===== src/rtl/count_sched.sv =====
`default_nettype none
// ============================================================================
// Module      : count_sched
// Description : Two-requester round-robin scheduler driving one shared
//               up/down counter. A granted job steps the counter len times in
//               the latched direction, then pulses done for its owner.
// Ports       : clk      - clock, rising edge
//               rst      - asynchronous active-high reset
//               req_i    - per-requester job request
//               dir_i    - per-requester direction (0 up, 1 down)
//               len_i    - per-requester step count, LEN_W bits each
//               clr_i    - clear counter (honoured in IDLE only)
//               gnt_o    - one-hot grant pulse
//               done_o   - one-hot job-complete pulse
//               busy_o   - state is not IDLE
//               owner_o  - most recently granted requester
//               count_o  - shared counter value
// Revision    : 1.0 - initial release
// ============================================================================
module count_sched #(
    parameter int CNT_W = 4,
    parameter int LEN_W = 4
) (
    input  logic               clk,
    input  logic               rst,
    input  logic [1:0]         req_i,
    input  logic [1:0]         dir_i,
    input  logic [2*LEN_W-1:0] len_i,
    input  logic               clr_i,
    output logic [1:0]         gnt_o,
    output logic [1:0]         done_o,
    output logic               busy_o,
    output logic               owner_o,
    output logic [CNT_W-1:0]   count_o
);

    typedef enum logic [1:0] {
        S_IDLE = 2'd0,
        S_RUN  = 2'd1,
        S_DONE = 2'd2
    } state_t;

    localparam logic [CNT_W-1:0] c_CNT_ONE = {{(CNT_W-1){1'b0}}, 1'b1};
    localparam logic [LEN_W-1:0] c_LEN_ONE = {{(LEN_W-1){1'b0}}, 1'b1};

    state_t             r_state;
    state_t             w_state_nxt;
    logic [CNT_W-1:0]   r_count;
    logic [LEN_W-1:0]   r_rem;
    logic               r_dir;
    logic               r_owner;
    logic               r_last;
    logic [1:0]         r_gnt;
    logic [1:0]         r_done;

    logic               w_winner;
    logic [LEN_W-1:0]   w_len_win;
    logic [1:0]         w_win_oh;
    logic [1:0]         w_own_oh;

    // On contention the requester that was not served last wins; otherwise
    // the single active requester wins (bit 1 set means requester 1).
    always_comb begin
        if (req_i == 2'b11) begin
            w_winner = ~r_last;
        end else begin
            w_winner = req_i[1];
        end
    end

    assign w_len_win = w_winner ? len_i[2*LEN_W-1:LEN_W] : len_i[LEN_W-1:0];
    assign w_win_oh  = w_winner ? 2'b10 : 2'b01;
    assign w_own_oh  = r_owner  ? 2'b10 : 2'b01;

    always_ff @(posedge clk or posedge rst) begin
        if (rst) begin
            r_state <= S_IDLE;
        end else begin
            r_state <= w_state_nxt;
        end
    end

    always_comb begin
        w_state_nxt = r_state;
        case (r_state)
            S_IDLE: begin
                if (req_i != 2'b00) begin
                    w_state_nxt = (w_len_win != '0) ? S_RUN : S_DONE;
                end
            end
            S_RUN: begin
                if (r_rem == c_LEN_ONE) begin
                    w_state_nxt = S_DONE;
                end
            end
            S_DONE:  w_state_nxt = S_IDLE;
            default: w_state_nxt = S_IDLE;
        endcase
    end

    always_ff @(posedge clk or posedge rst) begin
        if (rst) begin
            r_count <= '0;
            r_rem   <= '0;
            r_dir   <= 1'b0;
            r_owner <= 1'b0;
            r_last  <= 1'b1;
            r_gnt   <= 2'b00;
            r_done  <= 2'b00;
        end else begin
            r_gnt  <= 2'b00;
            r_done <= 2'b00;
            case (r_state)
                S_IDLE: begin
                    if (clr_i) begin
                        r_count <= '0;
                    end
                    if (req_i != 2'b00) begin
                        r_dir   <= dir_i[w_winner];
                        r_rem   <= w_len_win;
                        r_owner <= w_winner;
                        r_gnt   <= w_win_oh;
                    end
                end
                S_RUN: begin
                    r_count <= r_dir ? (r_count - c_CNT_ONE) : (r_count + c_CNT_ONE);
                    r_rem   <= r_rem - c_LEN_ONE;
                    if (r_rem == c_LEN_ONE) begin
                        r_done <= w_own_oh;
                    end
                end
                S_DONE: begin
                    r_last <= r_owner;
                    // A zero-length job reaches DONE while its grant pulse is
                    // still up, so its done pulse is pushed one cycle later to
                    // keep grant and done from overlapping.
                    if (r_gnt != 2'b00) begin
                        r_done <= w_own_oh;
                    end
                end
                default: ;
            endcase
        end
    end

    assign gnt_o   = r_gnt;
    assign done_o  = r_done;
    assign busy_o  = (r_state != S_IDLE);
    assign owner_o = r_owner;
    assign count_o = r_count;

endmodule
`default_nettype wire


===== config.mk =====
export PLATFORM = sky130hd
export DESIGN_NAME = count_sched
export DESIGN_NICKNAME = d
export VERILOG_FILES = /design/src/rtl/count_sched.sv
export SDC_FILE = /design/constraint.sdc
export NUM_CORES = 1
export LEC_CHECK = 0
export BUFFER_PORTS_ARGS = -buffer_cell sky130_fd_sc_hd__buf_2
export CORE_MARGIN = 8
export CORE_UTILIZATION = 35
export CTS_BUF_LIST = sky130_fd_sc_hd__clkbuf_8
export CTS_CLUSTER_DIAMETER = 30
export DETAILED_ROUTE_END_ITERATION = 12
export HOLD_SLACK_MARGIN = 0.06
export RECOVER_POWER = 100
export SYNTH_ARGS = -nofsm -noshare
export SYNTH_HDL_FRONTEND = slang
export SYNTH_SLANG_ARGS = --single-unit

===== constraint.sdc =====
create_clock -name clk -period 2.1 [get_ports clk]
set_input_delay 0.315 -clock clk [delete_from_list [all_inputs] [get_ports clk]]
set_output_delay 0.315 -clock clk [all_outputs]
set_load 0.01 [all_outputs]

==> results.json, run 1 <==
{
  "initialDrtViolationCount": 13,
  "finalClockSkew_ns": 0.00113,
  "die_w_microns": 70.8,
  "end_kind": "flop",
  "powerDensity_mw_per_mm2": 1380,
  "hpwl_microns": 1780,
  "setup_viol": 0,
  "port_buffers": 24,
  "place.gp.congestion": 0.813,
  "die_area_sq_mm": 0.00501,
  "status": "finished clean",
  "clk_latency_ns": 0.25,
  "cts_tree": "yes",
  "synth_area_leaders": "dfrtp_1 (38%), ha_1 (8.3%), nand2_1 (3.2%), mux2i_1 (2.9%), inv_1 (2.9%)",
  "nets": 155,
  "synth_seq_cells": 17,
  "grt_pass1_wl_microns": 3830,
  "grt-ovfl-total": 0,
  "p_leak_nw": 0.576,
  "cp_data_required_time_ns": 2.24,
  "worst_setup_path_start_kind": "flop",
  "start_util_pct": 35.6,
  "relSlewSlack_pct": 57.1,
  "path_buf_inv": 1,
  "route.detailed.wl_per_inst_microns": 13.3,
  "postCtsSetupRepairBufs": 0,
  "fin_util_pct": 41.7,
  "clkSlewWorstSetupHoldPaths_ns": 0.07,
  "cp_max_fo": 13,
  "ant_nets": 0,
  "dr.pass1.iters": 4,
  "finalHoldViolations": 0,
  "ioPinCount": 25,
  "layout-drive-gt1-share_pct": 23.7,
  "period_needed_ns": 1.71,
  "ys_top_cells_by_count": "dfrtp_1 (16), nand2_1 (9), inv_1 (8)",
  "syn_to_final_growth_pct": 17.0,
  "worst_pin_slew_ns": 0.642,
  "synth-async-reset-ratio_pct": 100,
  "floorplan.core_area_sq_mm": 0.00295,
  "cap_violations": 0,
  "yosysTopAreaCell": "dfrtp_1",
  "numCtsBuffers": 3,
  "vias": 834,
  "yosysTopAreaCellShare_pct": 38.1,
  "worst_ep_arrival_time_ns": 1.85,
  "clock.fmax_ghz": 0.584,
  "synthFlopType": "dfrtp_1",
  "path_class": "reg -> reg",
  "synth_enable_flop_cells": 0,
  "synth.distinct_cells": 41,
  "syn_nets": 128,
  "ir_drop_mv": 0.493,
  "antenna_found_initial": 0,
  "finalSetupTns_ns": 0,
  "synthesis.area_sq_mm": 0.00105,
  "critPathLaunch": "r_state[1]",
  "rsz0062_at_grt": "no",
  "vias_per_cell": 5.09,
  "grt_pass1_vias": 868,
  "row_count": 20,
  "slowest_stage": "dfrtp_1",
  "post-route-period-util_pct": 81.5,
  "avgSynthCellArea_sq_um": 10.0,
  "clkSinkCount": 17,
  "drc": 0,
  "post_cts_resized": 0,
  "cp_cell_sequence": "inv_1 -> ha_1 -> o21ai_0 -> and2_0 -> a311o_1",
  "critPathTopFamily": "compound AO/OA/AOI/OAI gates",
  "slew_viol_final": 0,
  "grt_start_max_net_pins": 18,
  "grt_use_total_pct": 9.28,
  "yosysMostFrequentCell": "dfrtp_1",
  "synth_seq_area_share_pct": 40.6,
  "yosysWarnings": 0,
  "h-tree-depth": 1,
  "clk_path_buf_depth": 2,
  "ctsHoldBuffers": 0,
  "n_antenna_cell": 0,
  "ctsRootBufferMaster": "clkbuf_8",
  "min_path_type": "in -> async",
  "worst_path_largest_cell_delay_ns": 0.40,
  "drt-total-wl_microns": 2190,
  "synth_cells": 105,
  "die_h_microns": 70.8,
  "r2r-start": "r_state[1]"
}
==> sequential cells by signal, summed over array words and instances, names as in the netlist <==
signal   count
r_state      2
r_rem        4
count_o      4
gnt_o        2
done_o       2
r_last       1
r_dir        1
owner_o      1
==> placed cells by master (no fill, tap or decap), types with 2 or more instances in the layout <==
| cell | count |
|---|---|
| a21o_1 | 2 |
| a211oi_1 | 3 |
| ha_1 | 7 |
| nor2b_1 | 2 |
| a21oi_2 | 2 |
| dfrtp_1 | 16 |
| clkbuf_1 | 10 |
| inv_1 | 8 |
| mux2i_1 | 3 |
| nand2_1 | 9 |
| buf_2 | 14 |
| nor4_1 | 2 |
| o22ai_1 | 2 |
| o21ai_2 | 2 |
| nor2_1 | 7 |
| clkbuf_8 | 3 |
| nand3_1 | 4 |
| mux2_4 | 2 |
| a21oi_1 | 5 |
| o21ai_0 | 6 |
==> metrics by stage <==
stage	worst slack, ns	total power, W	hold slack (ns)	cell area, sq um	instances
after floorplan	0.477	0.00127	0.240	1050	105
after global placement	0.457	0.00146	0.444	1200	160
after detailed placement	0.419	0.00149	0.440	1200	160
after CTS	0.398	0.00174	0.167	1240	164
after global routing	0.251	0.00187	0.199	1230	164
final	0.388	0.00170	0.137	1230	164
==> layer usage <==
metal / global-route usage [%] / vias up / share of wire [%]
li1: - / 425 / -
met1: 10.5 / 387 / 45
met2: 16.2 / 18 / 49
met3: 3.81 / 4 / 5.4
met4: 1.39 / 0 / 0.78
met5: 0 / - / 0
==> kinds of logic (layout without fill, tap and decap cells) <==
group           Yosys count  in the layout  share of synthesized area, %
compound gates           28             28                          19.2
xor+xnor                  2              2                          1.67
fa+ha+maj                 8              8                          10.2
buf+inv                  11             37                          5.12
flops                    17             17                          40.6
mux                       6              6                          6.79
simple gates             33             33                          16.4
==> path summary, 6_finish.rpt <==
path | to | slack, ns | cells past startpoint
worst max-delay path | count_o[3] | 0.39 | 5
worst min-delay path | done_o[1] | 0.14 | 2
worst max register to register | count_o[3] | 0.39 | 5
worst min register to register | done_o[0] | 0.52 | 1
max in group asynchronous | r_rem[1] | 1.55 | 2
min in group clk | r_dir | 0.38 | 3
==> report_power, final <==
group | switching (W) | leakage [nW] | total [W] | internal, W
clock | 0.000117 | 0.0255 | 0.000248 | 0.000132
sequential | 0.000136 | 0.213 | 0.000605 | 0.000469
combinational | 0.000478 | 0.337 | 0.000848 | 0.000371
==> area by class of cell <==
type                       count  area, sq um
clock buffer                   3         41.3
clock inverter                 1         5.00
fill                         286         1720
inverter                       8         30.0
multi-input combinational     77          571
sequential                    17          427
tap                           33         41.3
timing repair buffer          25          115
Note: power is estimated with default switching activity, not from simulation.
==> inputs of run 2 (changes only) <==
==> constraint.sdc (replaced) <==
create_clock -name clk -period 1.8 [get_ports clk]
set_input_delay 0.27 -clock clk [delete_from_list [all_inputs] [get_ports clk]]
set_output_delay 0.27 -clock clk [all_outputs]
set_load 0.01 [all_outputs]
==> run 2 against run 1 <==
Net effect: global-route usage grew 0.17 points; register-to-register slack lost 0.23 ns; cell area grew 0.71%; largest power group unchanged; sequential cell count is the same; critical path depth is the same; core utilization grew 0.30 points; maximum frequency grew 4.6%; combinational power grew 21%; setup slack lost 0.23 ns.
==> results.json, run 2 (synthesized netlist as in run 1, its figures left out) <==
{
  "status": "finished clean",
  "finalClockSkew_ns": 0.00249,
  "cp.depth": 5,
  "grt_pass1_vias": 874,
  "layout_common_cells": "dfrtp_1 (16), buf_2 (14), clkbuf_1 (10)",
  "relSlewSlack_pct": 55.5,
  "n_antenna_cell": 0,
  "r2r_cells": 5,
  "nets": 156,
  "finalHoldViolations": 0,
  "ir_drop_mv": 0.759,
  "min_path_type": "in -> async",
  "place.gp.congestion": 0.765,
  "grt_start_max_net_pins": 18,
  "p_leak_nw": 0.581,
  "post-route-period-util_pct": 90.9,
  "drt-total-wl_microns": 2240,
  "route.detailed.wl_per_inst_microns": 13.6,
  "vias_per_cell": 5.13,
  "die_w_microns": 70.8,
  "port_buffers": 24,
  "clkSinkCount": 17,
  "end_kind": "flop",
  "clkSlewWorstSetupHoldPaths_ns": 0.07,
  "worst_ep_arrival_time_ns": 1.77,
  "floorplan.core_area_sq_mm": 0.00295,
  "grt-ovfl-total": 0,
  "worst_setup_path_start_kind": "flop",
  "cp_cell_sequence": "ha_1 -> a21o_1 -> a21oi_2 -> xor2_1 -> a311o_1",
  "finalSetupTns_ns": 0,
  "setup_viol": 0,
  "worst_hold_slack_ns": 0.101,
  "layout-drive-gt1-share_pct": 24.2,
  "powerDensity_mw_per_mm2": 1620,
  "ant_nets": 0,
  "row_count": 20,
  "slew_viol_final": 0,
  "cp_data_required_time_ns": 1.94,
  "initialDrtViolationCount": 62,
  "mostFrequentLayoutCell": "dfrtp_1",
  "h-tree-depth": 1,
  "critPathTopFamily": "compound AO/OA/AOI/OAI gates",
  "ioPinCount": 25,
  "ctsHoldBuffers": 0,
  "numCtsBuffers": 3,
  "path_class": "reg -> reg",
  "start_util_pct": 35.6,
  "grt_pass1_wl_microns": 3850,
  "cts_tree": "yes",
  "slowest_stage": "dfrtp_1",
  "hpwl_microns": 1780,
  "antenna_found_initial": 0,
  "rsz0062_at_grt": "no",
  "cap_violations": 0,
  "clk_path_buf_depth": 2,
  "vias": 846,
  "worst_path_largest_cell_delay_ns": 0.42,
  "path_buf_inv": 0,
  "die_h_microns": 70.8,
  "syn_to_final_growth_pct": 17.9,
  "clock.fmax_ghz": 0.611,
  "dr.pass1.iters": 2,
  "ctsRootBufferMaster": "clkbuf_8",
  "period_needed_ns": 1.64,
  "worst_pin_slew_ns": 0.666,
  "drc": 0,
  "die_area_sq_mm": 0.00501,
  "cp_max_fo": 4,
  "clk_latency_ns": 0.25,
  "grt_use_total_pct": 9.45
}
[run 2: cell count changes in the layout (fill, tap and decap cells not counted), sizes merged]
cell    previous run  this run
clkinv             1         0
inv                8         9
buf               15        16
[run 2: area by class of cell]
type,count,area (sq um)
tap,33,41.3
clock buffer,3,41.3
inverter,8,30.0
multi-input combinational,77,573
fill,312,1710
clock inverter,1,3.75
sequential,17,427
timing repair buffer,26,123
[run 2: layer usage]
layer	routed length [microns]	track usage (%)	vias to the layer above
met5	0	0	-
met4	29	2.77	0
met3	135	4.38	4
met2	1040	15.1	21
met1	1030	10.9	394
li1	-	-	427
[run 2: worst paths after layout]
path	end	from	slack (ns)
setup / recovery	count_o[3]	count_o[1]	0.16
hold / removal	r_dir	rst	0.10
setup reg to reg	count_o[3]	count_o[1]	0.16
hold reg to reg	done_o[0]	owner_o	0.53
max in group asynchronous	gnt_o[1]	rst	1.27
min in group clk	r_dir	dir_i[0]	0.32
[run 2: power by group]
group          switching, W  total, W  internal, W
clock              0.000134  0.000286     0.000152
sequential         0.000146  0.000693     0.000547
combinational      0.000576   0.00103     0.000453
total              0.000856   0.00201      0.00115
[run 2: worst reg2reg max path, delay by kind of cell, from the launching register on]
| family | cells | cell delay (ns) |
|---|---|---|
| xor gates and xnor gates | 1 | 0.09 |
| DFF | 1 | 0.42 |
| AOI/OAI and AO/OA | 3 | 0.72 |
| adders and majority gates | 1 | 0.30 |
[run 2: per-stage QoR]
step / std cells / worst slack, ns / instance area, sq um / utilization, % / total power [W]
finish: 165 / 0.163 / 1240 / 41.9 / 0.00201
global route: 165 / 0.0178 / 1240 / 41.9 / 0.00220
floorplan: 105 / 0.177 / 1050 / - / 0.00148
detailed placement: 161 / 0.128 / 1200 / 40.8 / 0.00175
global placement: 161 / 0.193 / 1200 / 40.8 / 0.00171
CTS: 165 / 0.118 / 1250 / 42.3 / 0.00204
[run 2: timing repair]
| item | CTS | global route |
|---|---|---|
| endpoints found under the setup margin | 0 | 1 |
| resized for setup | 0 | 1 |
| buffers inserted | 0 | 0 |
